**src/rtl/chunker_fifo_pkg.sv**
```systemverilog
// Shared definitions for the chunker family: chunk ordering and chunk extraction.
// The word is passed zero-extended to CHUNK_MAX_W bits; callers truncate the result to M.
package chunker_pkg;

    localparam int CHUNK_MAX_W = 256;

    typedef enum logic {
        MSB_FIRST = 1'b0,
        LSB_FIRST = 1'b1
    } chunk_order_e;

    // Returns the word shifted so that chunk idx of nr (each m bits) sits in the low bits.
    function automatic logic [CHUNK_MAX_W-1:0] chunk_sel(
        input logic [CHUNK_MAX_W-1:0] word,
        input int                     idx,
        input int                     nr,
        input int                     m,
        input chunk_order_e           order
    );
        int sh;
        sh = (order == MSB_FIRST) ? (nr - 1 - idx) * m : idx * m;
        return word >> sh;
    endfunction

endpackage

```
**src/rtl/chunker_fifo_if.sv**
```systemverilog
// Word-in / chunk-out bus of chunker_fifo. slave is the chunker side, master the
// producer/consumer side.
interface chunker_fifo_if #(
    parameter int L     = 8,
    parameter int M     = 4,
    parameter int DEPTH = 4
) ();
    localparam int LW = $clog2(DEPTH + 1);

    logic [L-1:0]  data_in;
    logic          strobe;
    logic          ready_in;
    logic [M-1:0]  q;
    logic          valid;
    logic          ready;
    logic          last;
    logic [LW-1:0] level;
    logic          overflow;

    modport slave (
        input  data_in, strobe, ready,
        output ready_in, q, valid, last, level, overflow
    );

    modport master (
        output data_in, strobe, ready,
        input  ready_in, q, valid, last, level, overflow
    );
endinterface

```
**src/rtl/chunker_fifo_word_fifo.sv**
```systemverilog
// Synchronous show-ahead FIFO: rd_data always presents the head word while not empty.
// Writes when full and reads when empty are ignored.
module word_fifo #(
    parameter int W     = 8,
    parameter int DEPTH = 4
) (
    input  logic                       clk,
    input  logic                       reset,
    input  logic                       wr_en,
    input  logic [W-1:0]               wr_data,
    input  logic                       rd_en,
    output logic [W-1:0]               rd_data,
    output logic [$clog2(DEPTH+1)-1:0] count,
    output logic                       full,
    output logic                       empty
);
    localparam int AW = $clog2(DEPTH);
    localparam int CW = $clog2(DEPTH + 1);

    logic [W-1:0]  r_mem [DEPTH];
    logic [AW-1:0] r_wr_ptr;
    logic [AW-1:0] r_rd_ptr;
    logic [CW-1:0] r_count;
    logic          w_do_wr;
    logic          w_do_rd;

    assign full    = (r_count == CW'(DEPTH));
    assign empty   = (r_count == '0);
    assign count   = r_count;
    assign w_do_wr = wr_en && !full;
    assign w_do_rd = rd_en && !empty;
    assign rd_data = r_mem[r_rd_ptr];

    // Storage is not reset; only the pointers and count define its contents.
    always_ff @(posedge clk) begin
        if (w_do_wr) begin
            r_mem[r_wr_ptr] <= wr_data;
        end
    end

    always_ff @(posedge clk or negedge reset) begin
        if (!reset) begin
            r_wr_ptr <= '0;
            r_rd_ptr <= '0;
            r_count  <= '0;
        end else begin
            if (w_do_wr) begin
                r_wr_ptr <= r_wr_ptr + 1'b1;
            end
            if (w_do_rd) begin
                r_rd_ptr <= r_rd_ptr + 1'b1;
            end
            if (w_do_wr && !w_do_rd) begin
                r_count <= r_count + 1'b1;
            end else if (!w_do_wr && w_do_rd) begin
                r_count <= r_count - 1'b1;
            end
        end
    end
endmodule

```
**src/rtl/chunker_fifo.sv**
```systemverilog
// Buffers L-bit words in a DEPTH-word FIFO and emits each as L/M M-bit chunks with
// ready/valid backpressure; an empty block lets a new word fall straight through.
module chunker_fifo
    import chunker_pkg::*;
#(
    parameter int           L     = 8,
    parameter int           M     = 4,
    parameter int           DEPTH = 4,
    parameter chunk_order_e ORDER = MSB_FIRST
) (
    input  logic          clk,
    input  logic          reset,
    chunker_fifo_if.slave bus
);
    localparam int NR    = L / M;
    localparam int CNT_W = (NR > 1) ? $clog2(NR) : 1;
    localparam int LVL_W = $clog2(DEPTH + 1);
    localparam logic [CNT_W-1:0] LAST_CNT = CNT_W'(NR - 1);

    if ((M < 1) || (L < M) || ((L % M) != 0) || (L > CHUNK_MAX_W)) begin : g_bad_width
        $error("chunker_fifo: L must be a multiple of M with M <= L <= CHUNK_MAX_W");
    end
    if ((DEPTH < 2) || ((DEPTH & (DEPTH - 1)) != 0)) begin : g_bad_depth
        $error("chunker_fifo: DEPTH must be a power of two and at least 2");
    end

    logic [L-1:0]     r_word;
    logic [CNT_W-1:0] r_cnt;
    logic [M-1:0]     r_q;
    logic             r_valid;
    logic             r_last;
    logic             r_overflow;

    logic [L-1:0]     w_fifo_data;
    logic [LVL_W-1:0] w_fifo_count;
    logic             w_full;
    logic             w_empty;
    logic             w_ready_in;
    logic             w_push_req;
    logic             w_hs;
    logic             w_load;
    logic             w_pop;
    logic             w_fall;
    logic             w_wr;
    logic [L-1:0]     w_src;
    logic [CNT_W-1:0] w_next_cnt;
    logic [M-1:0]     w_first_chunk;
    logic [M-1:0]     w_next_chunk;

    assign w_ready_in = !w_full;
    assign w_push_req = bus.strobe && w_ready_in;
    assign w_hs       = r_valid && bus.ready;
    // The output register takes a new word when idle or as its last chunk is accepted.
    assign w_load     = !r_valid || (w_hs && r_last);
    assign w_pop      = w_load && !w_empty;
    assign w_fall     = w_load && w_empty && w_push_req;
    assign w_wr       = w_push_req && !w_fall;
    assign w_src      = w_empty ? bus.data_in : w_fifo_data;
    assign w_next_cnt = r_cnt + 1'b1;

    assign w_first_chunk = M'(chunk_sel(CHUNK_MAX_W'(w_src), 0, NR, M, ORDER));
    assign w_next_chunk  = M'(chunk_sel(CHUNK_MAX_W'(r_word), int'(w_next_cnt), NR, M, ORDER));

    word_fifo #(
        .W     (L),
        .DEPTH (DEPTH)
    ) u_word_fifo (
        .clk     (clk),
        .reset   (reset),
        .wr_en   (w_wr),
        .wr_data (bus.data_in),
        .rd_en   (w_pop),
        .rd_data (w_fifo_data),
        .count   (w_fifo_count),
        .full    (w_full),
        .empty   (w_empty)
    );

    always_ff @(posedge clk or negedge reset) begin
        if (!reset) begin
            r_word     <= '0;
            r_cnt      <= '0;
            r_q        <= '0;
            r_valid    <= 1'b0;
            r_last     <= 1'b0;
            r_overflow <= 1'b0;
        end else begin
            if (bus.strobe && !w_ready_in) begin
                r_overflow <= 1'b1;
            end
            if (w_load) begin
                if (w_pop || w_fall) begin
                    r_word  <= w_src;
                    r_cnt   <= '0;
                    r_q     <= w_first_chunk;
                    r_valid <= 1'b1;
                    r_last  <= (NR == 1);
                end else begin
                    r_valid <= 1'b0;
                    r_last  <= 1'b0;
                end
            end else if (w_hs) begin
                r_cnt  <= w_next_cnt;
                r_q    <= w_next_chunk;
                r_last <= (w_next_cnt == LAST_CNT);
            end
        end
    end

    assign bus.ready_in = w_ready_in;
    assign bus.q        = r_q;
    assign bus.valid    = r_valid;
    assign bus.last     = r_last;
    assign bus.level    = w_fifo_count;
    assign bus.overflow = r_overflow;
endmodule

```
**src/flat_wrapper.sv**
```systemverilog
// flat-port wrapper written by rule: the top's interface ports become plain ports
module chunker_fifo_flat import chunker_pkg::*;
#(
    parameter int           L     = 8,
    parameter int           M     = 4,
    parameter int           DEPTH = 4,
    parameter chunk_order_e ORDER = MSB_FIRST
)
  (clk, reset, bus_data_in, bus_strobe, bus_ready, bus_ready_in, bus_q, bus_valid, bus_last, bus_level, bus_overflow);
  chunker_fifo_if #(.L(L), .M(M), .DEPTH(DEPTH)) bus_i ();
  input  logic clk;
  input  logic reset;
  input wire logic [$bits(bus_i.data_in)-1:0] bus_data_in;
  input wire logic [$bits(bus_i.strobe)-1:0] bus_strobe;
  input wire logic [$bits(bus_i.ready)-1:0] bus_ready;
  output wire logic [$bits(bus_i.ready_in)-1:0] bus_ready_in;
  output wire logic [$bits(bus_i.q)-1:0] bus_q;
  output wire logic [$bits(bus_i.valid)-1:0] bus_valid;
  output wire logic [$bits(bus_i.last)-1:0] bus_last;
  output wire logic [$bits(bus_i.level)-1:0] bus_level;
  output wire logic [$bits(bus_i.overflow)-1:0] bus_overflow;
  assign bus_i.data_in = bus_data_in;
  assign bus_i.strobe = bus_strobe;
  assign bus_i.ready = bus_ready;
  assign bus_ready_in = bus_i.ready_in;
  assign bus_q = bus_i.q;
  assign bus_valid = bus_i.valid;
  assign bus_last = bus_i.last;
  assign bus_level = bus_i.level;
  assign bus_overflow = bus_i.overflow;
  chunker_fifo #(.L(L), .M(M), .DEPTH(DEPTH), .ORDER(ORDER)) u_core (.clk(clk), .reset(reset), .bus(bus_i));
endmodule
```
**config.mk**
```make
export PLATFORM = sky130hd
export DESIGN_NAME = chunker_fifo_flat
export DESIGN_NICKNAME = d
export VERILOG_FILES = /design/src/rtl/chunker_fifo_pkg.sv /design/src/rtl/chunker_fifo_if.sv /design/src/rtl/chunker_fifo_word_fifo.sv /design/src/rtl/chunker_fifo.sv /design/src/flat_wrapper.sv
export SDC_FILE = /design/constraint.sdc
export NUM_CORES = 1
export LEC_CHECK = 0
export CAP_MARGIN = 20
export CORE_UTILIZATION = 50
export CTS_CLUSTER_DIAMETER = 40
export DETAILED_ROUTE_END_ITERATION = 12
export PLACE_DENSITY = 0.74
export SYNTH_ARGS = -nofsm -noshare
export SYNTH_HDL_FRONTEND = slang
export SYNTH_SLANG_ARGS = --single-unit
```
**constraint.sdc**
```tcl
create_clock -name clk -period 2.35 [get_ports clk]
set_clock_uncertainty 0.05 [all_clocks]
set_input_delay 0.47 -clock clk [delete_from_list [all_inputs] [get_ports clk]]
set_output_delay 0.47 -clock clk [all_outputs]
set_load 0.05 [all_outputs]
```
Word-level counts from Yosys, hierarchy flattened

Memory sizes are Yosys's and may differ from the RTL's.
Cells that the tools add are included.

Logic and storage cells: 57
Memories: 1
Bits of input ports: 12
Output and inout bits: 11
Register bits: 23
Memory bits (writable): 32

Equality and inequality tests: 2
Reduce and logical (&&, ||, !) cells: 25
Muxes and demuxes: 13
Shifts and indexed selects: 1
Add/subtract/negate cells: 6

Memories:

| name                     | words | bits a word | read ports | clocked after memory_dff | wr ports | line                         | RTL |
|---|---|---|---|---|---|---|---|
| u_core.u_word_fifo.r_mem | 4     | 8           | 1          | 0                        | 1        | chunker_fifo_word_fifo.sv:20 | `logic [W-1:0] r_mem [DEPTH];` |

Operators by type and width:

| kind                                             | count |
|---|---|
| >> shifter 8 x 32 -> 4 bit                       | 1 |
| logical AND 1 bit                                | 12 |
| 2-to-1 mux 4 bit                                 | 3 |
| 2-to-1 mux 8 bit                                 | 1 |
| 2-to-1 mux 1 bit                                 | 7 |
| zero test 1 bit                                  | 6 |
| 2-to-1 mux 3 bit                                 | 2 |
| adder 2 x 1 -> 2 bit, second input constant      | 2 |
| AND reduction 2 bit                              | 2 |
| nonzero test 2 bit                               | 2 |
| adder 3 x 1 -> 3 bit, second input constant      | 1 |
| == test 3 bit, second input constant             | 1 |
| zero test 3 bit                                  | 1 |
| subtractor 3 x 1 -> 3 bit, second input constant | 1 |
| logical OR 1 bit                                 | 2 |
| inequality test 2 bit, second input constant     | 1 |
| subtractor 1 x 1 -> 2 bit, first input constant  | 1 |
| adder 1 bit, second input constant               | 1 |

Longest topological paths before layout

Gate-level depths: netlist of run 1.

Depth after elaboration: 12
Depth in mapped cells: 10
Gate-level depth less buffers: 9

Hierarchy

A second synthesis of run 1 with hierarchy kept.

Cells, all modules: 146
Area total of the unflattened synthesis: 2442.3 µm²

By module, submodules not included:

| module       | seq. area each (µm²) | times used | area each (µm²) | cells an instance |
|---|---|---|---|---|
| word_fifo    | 1136.1               | 1          | 1575.3          | 78 |
| chunker_fifo | 400.4                | 1          | 867.1           | 68 |

Worst setup path before layout of run 1

OpenSTA, ideal clock, no wires.

Path type: register to register
Start: register u_core.r_valid (netlist: u_core.bus.valid)
End: register u_core.u_word_fifo.r_count[2] (netlist: u_core.u_word_fifo.count[2])
Slack: -0.194 ns
Required time: 2.217 ns
Period minus slack after synthesis: 2.544 ns
Library setup time: 0.083 ns
Arrival time: 2.411 ns
Stages on the path, launching flop included: 10
Buffers on the path: 0
Cells stage by stage: dfrtp_1 a21bo_1 o21ai_1 and2_1 ha_1 inv_1 fa_1 xor2_1 nor2_1 xor2_1

Longest elaborated chain between the ends: 11
Elaborated cells on any way between the ends: 17
Those cells by class: 1 x mux; 16 x reduce/logical

RTL lines:

| item                                | line                         | RTL |
|---|---|---|
| start, declared                     | chunker_fifo.sv:30           | `logic r_valid;` |
| start signal, assigned              | chunker_fifo.sv:84           | `r_valid <= 1'b0;` |
| start signal, assigned              | chunker_fifo.sv:96           | `r_valid <= 1'b1;` |
| start signal, assigned              | chunker_fifo.sv:99           | `r_valid <= 1'b0;` |
| logical AND 1 bit                   | chunker_fifo.sv:52           | `assign w_hs = r_valid && bus.ready;` |
| logical AND 1 bit                   | chunker_fifo.sv:54           | `assign w_load = !r_valid \|\| (w_hs && r_last);` |
| logical OR 1 bit (*)                | chunker_fifo.sv:54           |  |
| logical AND 1 bit (*) (2 in series) | chunker_fifo.sv:56           | `assign w_fall = w_load && w_empty && w_push_req;` |
| zero test 1 bit (*)                 | chunker_fifo.sv:57           | `assign w_wr = w_push_req && !w_fall;` |
| logical AND 1 bit (*)               | chunker_fifo.sv:57           |  |
| logical AND 1 bit (*)               | chunker_fifo_word_fifo.sv:30 | `assign w_do_wr = wr_en && !full;` |
| via u_core.u_word_fifo.w_do_wr      | chunker_fifo_word_fifo.sv:24 | `logic w_do_wr;` |
| zero test 1 bit                     | chunker_fifo_word_fifo.sv:55 | `end else if (!w_do_wr && w_do_rd) begin` |
| logical AND 1 bit                   | chunker_fifo_word_fifo.sv:55 |  |
| nonzero test 2 bit (no source line) | --                           |  |
| end signal, assigned                | chunker_fifo_word_fifo.sv:54 | `r_count <= r_count + 1'b1;` |
| end signal, assigned                | chunker_fifo_word_fifo.sv:56 | `r_count <= r_count - 1'b1;` |
| end, declared                       | chunker_fifo_word_fifo.sv:23 | `logic [CW-1:0] r_count;` |

Mark *: on every way through the listed nets, which the timed path passes. The rest lies on a longest branch.
A chain may end at the register's enable or synchronous reset.

Worst setup path after layout of run 1

Start: input bus_ready
End: register u_core.u_word_fifo.r_count[2] (netlist: u_core.u_word_fifo.count[2])

Longest elaborated chain between the ends: 11
Elaborated cells on any way between the ends: 16
Those cells by class: 1 x mux; 15 x reduce/logical

RTL lines:

| item                                | line                         | RTL |
|---|---|---|
| start, declared                     | flat_wrapper.sv:15           | `input wire logic [$bits(bus_i.ready)-1:0] bus_ready;` |
| logical AND 1 bit (*)               | chunker_fifo.sv:52           |  |
| logical AND 1 bit (*)               | chunker_fifo.sv:54           |  |
| logical OR 1 bit (*)                | chunker_fifo.sv:54           |  |
| logical AND 1 bit (*) (2 in series) | chunker_fifo.sv:56           |  |
| zero test 1 bit (*)                 | chunker_fifo.sv:57           |  |
| logical AND 1 bit (*)               | chunker_fifo.sv:57           |  |
| logical AND 1 bit (*)               | chunker_fifo_word_fifo.sv:30 |  |
| via u_core.u_word_fifo.w_do_wr      | chunker_fifo_word_fifo.sv:24 |  |
| zero test 1 bit                     | chunker_fifo_word_fifo.sv:55 |  |
| logical AND 1 bit                   | chunker_fifo_word_fifo.sv:55 |  |
| nonzero test 2 bit (no source line) | --                           |  |

Marks and branches as above.

==> results of run 1 <==
[worst max-delay path, delay by kind of cell]
family                     cells  cell delay (ns)
adders and majority gates      2             0.51
buffers and inverters          2             0.48
AOI/OAI and AO/OA              2             0.38
and+or+nand+nor                2             0.29
xor gates and xnor gates       2             0.29
[routing by layer]
layer / vias to the layer above / global-route usage / wire length, µm
li1: 668 / - / -
met1: 724 / 0.266 / 1940
met2: 30 / 0.322 / 2160
met3: 5 / 0.0476 / 131
met4: 0 / 0.0644 / 45
met5: - / 0 / 0
[power by group through the flow]
stage	registers (mW)	logic (mW)	clock network, mW
floorplan	1.77	0.895	0
global placement	1.60	1.48	0
detailed placement	1.63	1.53	0
CTS	1.61	1.53	0.530
global route	1.65	1.67	0.568
finish	1.61	1.53	0.519
[Yosys cell counts]
cell,count
edfxtp_1,32
dfrtp_1,23
nor2_1,18
nand2_1,12
mux4_2,8
nor2b_1,7
o21ai_0,6
a21oi_1,5
ha_1,5
a211oi_1,4
a31oi_1,4
and3_1,4
clkbuf_1,4
mux2i_1,4
xnor2_1,4
inv_1,3
nand3_1,3
buf_2,2
o21a_1,2
xor2_1,2
a21bo_1,1
a31o_2,1
and2_1,1
and3b_1,1
buf_6,1
fa_1,1
mux2_2,1
nand2b_1,1
nor3_1,1
nor3b_1,1
nor4_1,1
o21ai_1,1
or3_1,1
[stage by stage]
step           setup WS [ns]  instance area [µm²]
2_1_floorplan         0.0123                 2370
3_3_place_gp          -0.159                 2720
3_5_place_dp          -0.249                 2720
4_1_cts               0.0420                 2810
5_1_grt              0.00804                 2810
6_report               0.115                 2810
[worst paths after layout]
| path | from | endpoint | slack, ns | depth (start not counted) |
|---|---|---|---|---|
| setup reg to reg | u_core.bus.last | u_core.u_word_fifo.count[2] | 0.26 | 9 |
| hold reg to reg | u_core.bus.overflow | u_core.bus.overflow | 0.43 | 1 |
| hold / removal | u_core.bus.overflow | u_core.bus.overflow | 0.43 | 1 |
| min in group asynchronous | reset | u_core.r_word[7] | 0.45 | 2 |
| setup / recovery | bus_ready | u_core.u_word_fifo.count[2] | 0.11 | 10 |
| max in group asynchronous | reset | u_core.u_word_fifo.count[0] | 1.53 | 2 |
[kinds of logic after synthesis]
group | after synthesis | synth area share
AO/OA/AOI/OAI | 24 | 0.0636
XOR/XNOR | 6 | 0.0224
adder cells (fa/ha/maj) | 6 | 0.0353
buffers and inverters | 10 | 0.0203
flip-flops | 55 | 0.656
multiplexers | 13 | 0.0988
AND/OR/NAND/NOR | 51 | 0.104
[flip-flops by register name (all words and copies together) (netlist names)]
register / count
u_core.u_word_fifo.count: 3
u_core.r_cnt: 1
u_core.u_word_fifo.r_rd_ptr: 2
u_core.bus.last: 1
u_core.bus.valid: 1
u_core.bus.overflow: 1
u_core.bus.q: 4
u_core.r_word: 8
u_core.u_word_fifo.r_wr_ptr: 2
u_core.u_word_fifo.r_mem: 32
[final cells by class]
class / count / area, µm²
fill: 323 / 1600
inverter: 3 / 11.3
clock buffer: 5 / 68.8
timing repair buffer: 36 / 324
sequential: 55 / 1540
tap: 52 / 65.1
multi-input combinational: 100 / 779
clock inverter: 3 / 22.5
[timing repair]
item	4_1_cts	5_1_grt
cloned	0	0
gates resized for setup	1	1
pin swaps	0	1
endpoints found under the setup margin	1	1
[cell usage in the layout, fill, tap and decap left out, drive strengths merged]
cell,synthesis,routed
a211oi,4,4
a21bo,1,1
a21oi,5,5
a31o,1,1
a31oi,4,4
and2,1,1
and3,4,4
and3b,1,1
buf,3,14
clkbuf,4,5
clkdlybuf4s50,0,21
clkinv,0,2
dfrtp,23,23
dlygate4sd2,0,1
edfxtp,32,32
fa,1,1
ha,5,5
inv,3,4
mux2,1,1
mux2i,4,4
mux4,8,8
nand2,12,12
nand2b,1,1
nand3,3,3
nor2,18,18
nor2b,7,7
nor3,1,1
nor3b,1,1
nor4,1,1
o21a,2,2
o21ai,7,7
or3,1,1
xnor2,4,4
xor2,2,2
==> flow_summary.html, run 1 <==
<table>
<tr><th>Metric</th><th>Value</th></tr>
<tr><th colspan="2">Run status</th></tr>
<tr><td>Status</td><td>completed</td></tr>
<tr><th colspan="2">CTS</th></tr>
<tr><td>Setup fix buffers added after clock tree synthesis</td><td>0</td></tr>
<tr><td>Total CTS buffers</td><td>5</td></tr>
<tr><td>Clock-pin slew on the worst setup and hold paths</td><td>0.09 ns</td></tr>
<tr><td>Count of hold buffers inserted by post-cts repair</td><td>0</td></tr>
<tr><td>Clock tree root buffer cell</td><td>clkbuf_8</td></tr>
<tr><td>H-tree lvl count</td><td>2</td></tr>
<tr><td>Number of sinks driven by the clock tree</td><td>55</td></tr>
<tr><td>CTS max path bufs</td><td>2</td></tr>
<tr><td>Clock latency at the later pin of the worst-skew pair</td><td>just over 0.3 ns</td></tr>
<tr><td>CTS tree</td><td>yes</td></tr>
<tr><th colspan="2">Die</th></tr>
<tr><td>Die boundary width</td><td>70.4 µm</td></tr>
<tr><td>Area inside the core boundary</td><td>0.00441 mm²</td></tr>
<tr><td>Number of core rows</td><td>24</td></tr>
<tr><td>Overall die height</td><td>70.4 µm</td></tr>
<tr><td>Die Area</td><td>0.00496 mm²</td></tr>
<tr><td>Number of top-level pins</td><td>23</td></tr>
<tr><td>Initial Util</td><td>0.531</td></tr>
<tr><th colspan="2">Critical path</th></tr>
<tr><td>Startpoint types</td><td>input pin</td></tr>
<tr><td>List of cells traversed by the critical path</td><td>clkdlybuf4s50_1 -&gt; a21bo_2 -&gt; o21ai_2 -&gt; and2_4 -&gt; ha_4 -&gt; inv_1 -&gt; fa_1 -&gt; xor2_1 -&gt; nor2_1 -&gt; xor2_1</td></tr>
<tr><td>Path type of the worst setup path</td><td>input pin to flop</td></tr>
<tr><td>Worst path slowest cell</td><td>clkdlybuf4s50_1</td></tr>
<tr><td>Crit Path Max Fanout</td><td>2</td></tr>
<tr><td>Endpoint arrival time on the critical path</td><td>2.41 ns</td></tr>
<tr><td>CP max stage delay</td><td>between 0.4 and 0.5 ns</td></tr>
<tr><td>Kind of end point of the critical path</td><td>flop</td></tr>
<tr><td>Critical path's most frequent cell</td><td>xor2_1</td></tr>
<tr><td>Required time reported for the critical path endpoint</td><td>2.53 ns</td></tr>
<tr><th colspan="2">STA</th></tr>
<tr><td>Slew at the pin closest to its max-slew limit</td><td>0.550 ns</td></tr>
<tr><td>Unrepaired setup endpoints after global routing</td><td>false</td></tr>
<tr><td>Fin crit share</td><td>0.951</td></tr>
<tr><td>Post-route setup TNS</td><td>0 ns</td></tr>
<tr><td>Fmax</td><td>447 MHz</td></tr>
<tr><td>Endpoints failing setup</td><td>0</td></tr>
<tr><td>Fin crit period</td><td>approximately 2.2 ns</td></tr>
<tr><td>Final Hold Violating Endpoints</td><td>0</td></tr>
<tr><td>Slew HR</td><td>0.631</td></tr>
<tr><td>Worst hold slack</td><td>0.426 ns</td></tr>
<tr><td>Max-slew violations</td><td>0</td></tr>
<tr><th colspan="2">Yosys</th></tr>
<tr><td>Total standard cell area after synthesis</td><td>0.00234 mm²</td></tr>
<tr><td>Unique masters post-synth</td><td>33</td></tr>
<tr><td>Synthesis-stage register bit count</td><td>55</td></tr>
<tr><td>Post-Syn Nets</td><td>183</td></tr>
<tr><td>Sequential element share of the synthesized area</td><td>0.656</td></tr>
<tr><td>Largest area contributor in the netlist</td><td>edfxtp_1</td></tr>
<tr><td>Top area cells in the synthesized netlist</td><td>edfxtp_1 41%, dfrtp_1 25%, mux4_2 7.7%</td></tr>
<tr><td>Cell count after synthesis</td><td>165</td></tr>
<tr><td>Total number of yosys warnings</td><td>0</td></tr>
<tr><td>Avg Synthesized Cell Area</td><td>14.2 µm²</td></tr>
<tr><td>Share of the synthesized area in the top cell type</td><td>0.410</td></tr>
<tr><th colspan="2">Detailed routing</th></tr>
<tr><td>Detail Route Antenna Nets</td><td>0</td></tr>
<tr><td>Total iterations of the first detailed-routing run</td><td>4</td></tr>
<tr><td>Via-per-instance ratio</td><td>5.62</td></tr>
<tr><td>DRC errors left</td><td>0</td></tr>
<tr><td>Wire length reported by the detailed router</td><td>~4.3 mm</td></tr>
<tr><td>Wire length per cell after detailed routing</td><td>16.8 µm</td></tr>
<tr><td>Total number of vias</td><td>about 1400</td></tr>
<tr><td>1st-iter DRT viols</td><td>79</td></tr>
<tr><th colspan="2">Place</th></tr>
<tr><td>Weighted congestion reported at the end of routability-driven placement</td><td>0.798</td></tr>
<tr><td>Detailed-placement wirelength estimate</td><td>3.08 mm</td></tr>
<tr><td>Instance count after placement with tap cells included</td><td>roughly 250</td></tr>
<tr><td>Total of buffers placed on input and output ports</td><td>22</td></tr>
<tr><th colspan="2">Pwr</th></tr>
<tr><td>Total power divided by cell area</td><td>about 1300 mW/mm²</td></tr>
<tr><td>Comb power frac</td><td>0.418</td></tr>
<tr><td>VDD IR max</td><td>0.000635 V</td></tr>
<tr><td>Psw</td><td>1.40 mW</td></tr>
<tr><td>Sequential Power Share</td><td>0.440</td></tr>
<tr><td>Total internal power</td><td>2.25 mW</td></tr>
<tr><td>P_leak</td><td>1.06 nW</td></tr>
<tr><td>Relative contribution of the clock network to total power</td><td>0.142</td></tr>
<tr><td>Total design power</td><td>between 3 and 4 mW</td></tr>
<tr><td>Sw frac</td><td>0.383</td></tr>
<tr><th colspan="2">Cells and area</th></tr>
<tr><td>Antenna diode count</td><td>0</td></tr>
<tr><td>Number of standard cells in the final layout excluding fillers</td><td>254</td></tr>
<tr><td>Number of nets at the end of the flow</td><td>219</td></tr>
<tr><td>Post-synthesis to final-layout area growth</td><td>20.1%</td></tr>
<tr><td>Proportion of layout cells with a drive suffix above 1</td><td>0.208</td></tr>
<tr><td>Fraction of the core area covered by cells at the end of the flow</td><td>0.637</td></tr>
<tr><th colspan="2">Worst hold path</th></tr>
<tr><td>Worst min-delay path category</td><td>flop to flop</td></tr>
<tr><th colspan="2">Global route</th></tr>
<tr><td>Via count of the first global-routing pass</td><td>1490</td></tr>
<tr><td>Total congestion overflow</td><td>0</td></tr>
<tr><td>Pin count of the biggest net entering global routing</td><td>24</td></tr>
<tr><td>Overall global routing resource usage</td><td>0.199</td></tr>
<tr><td>First-pass GRT wire length</td><td>7.40 mm</td></tr>
<tr><td>Initial antenna violation count</td><td>0</td></tr>
<tr><th colspan="2">Run</th></tr>
<tr><td>Number of max-cap violations</td><td>0</td></tr>
</table>
Note: power is estimated with default switching activity, not from simulation.
==> inputs of run 2 (changes only) <==
- TNS_END_PERCENT: not set -> 50
==> results of run 2 <==
The final DEF is identical to that of run 1; final timing and power are the same.
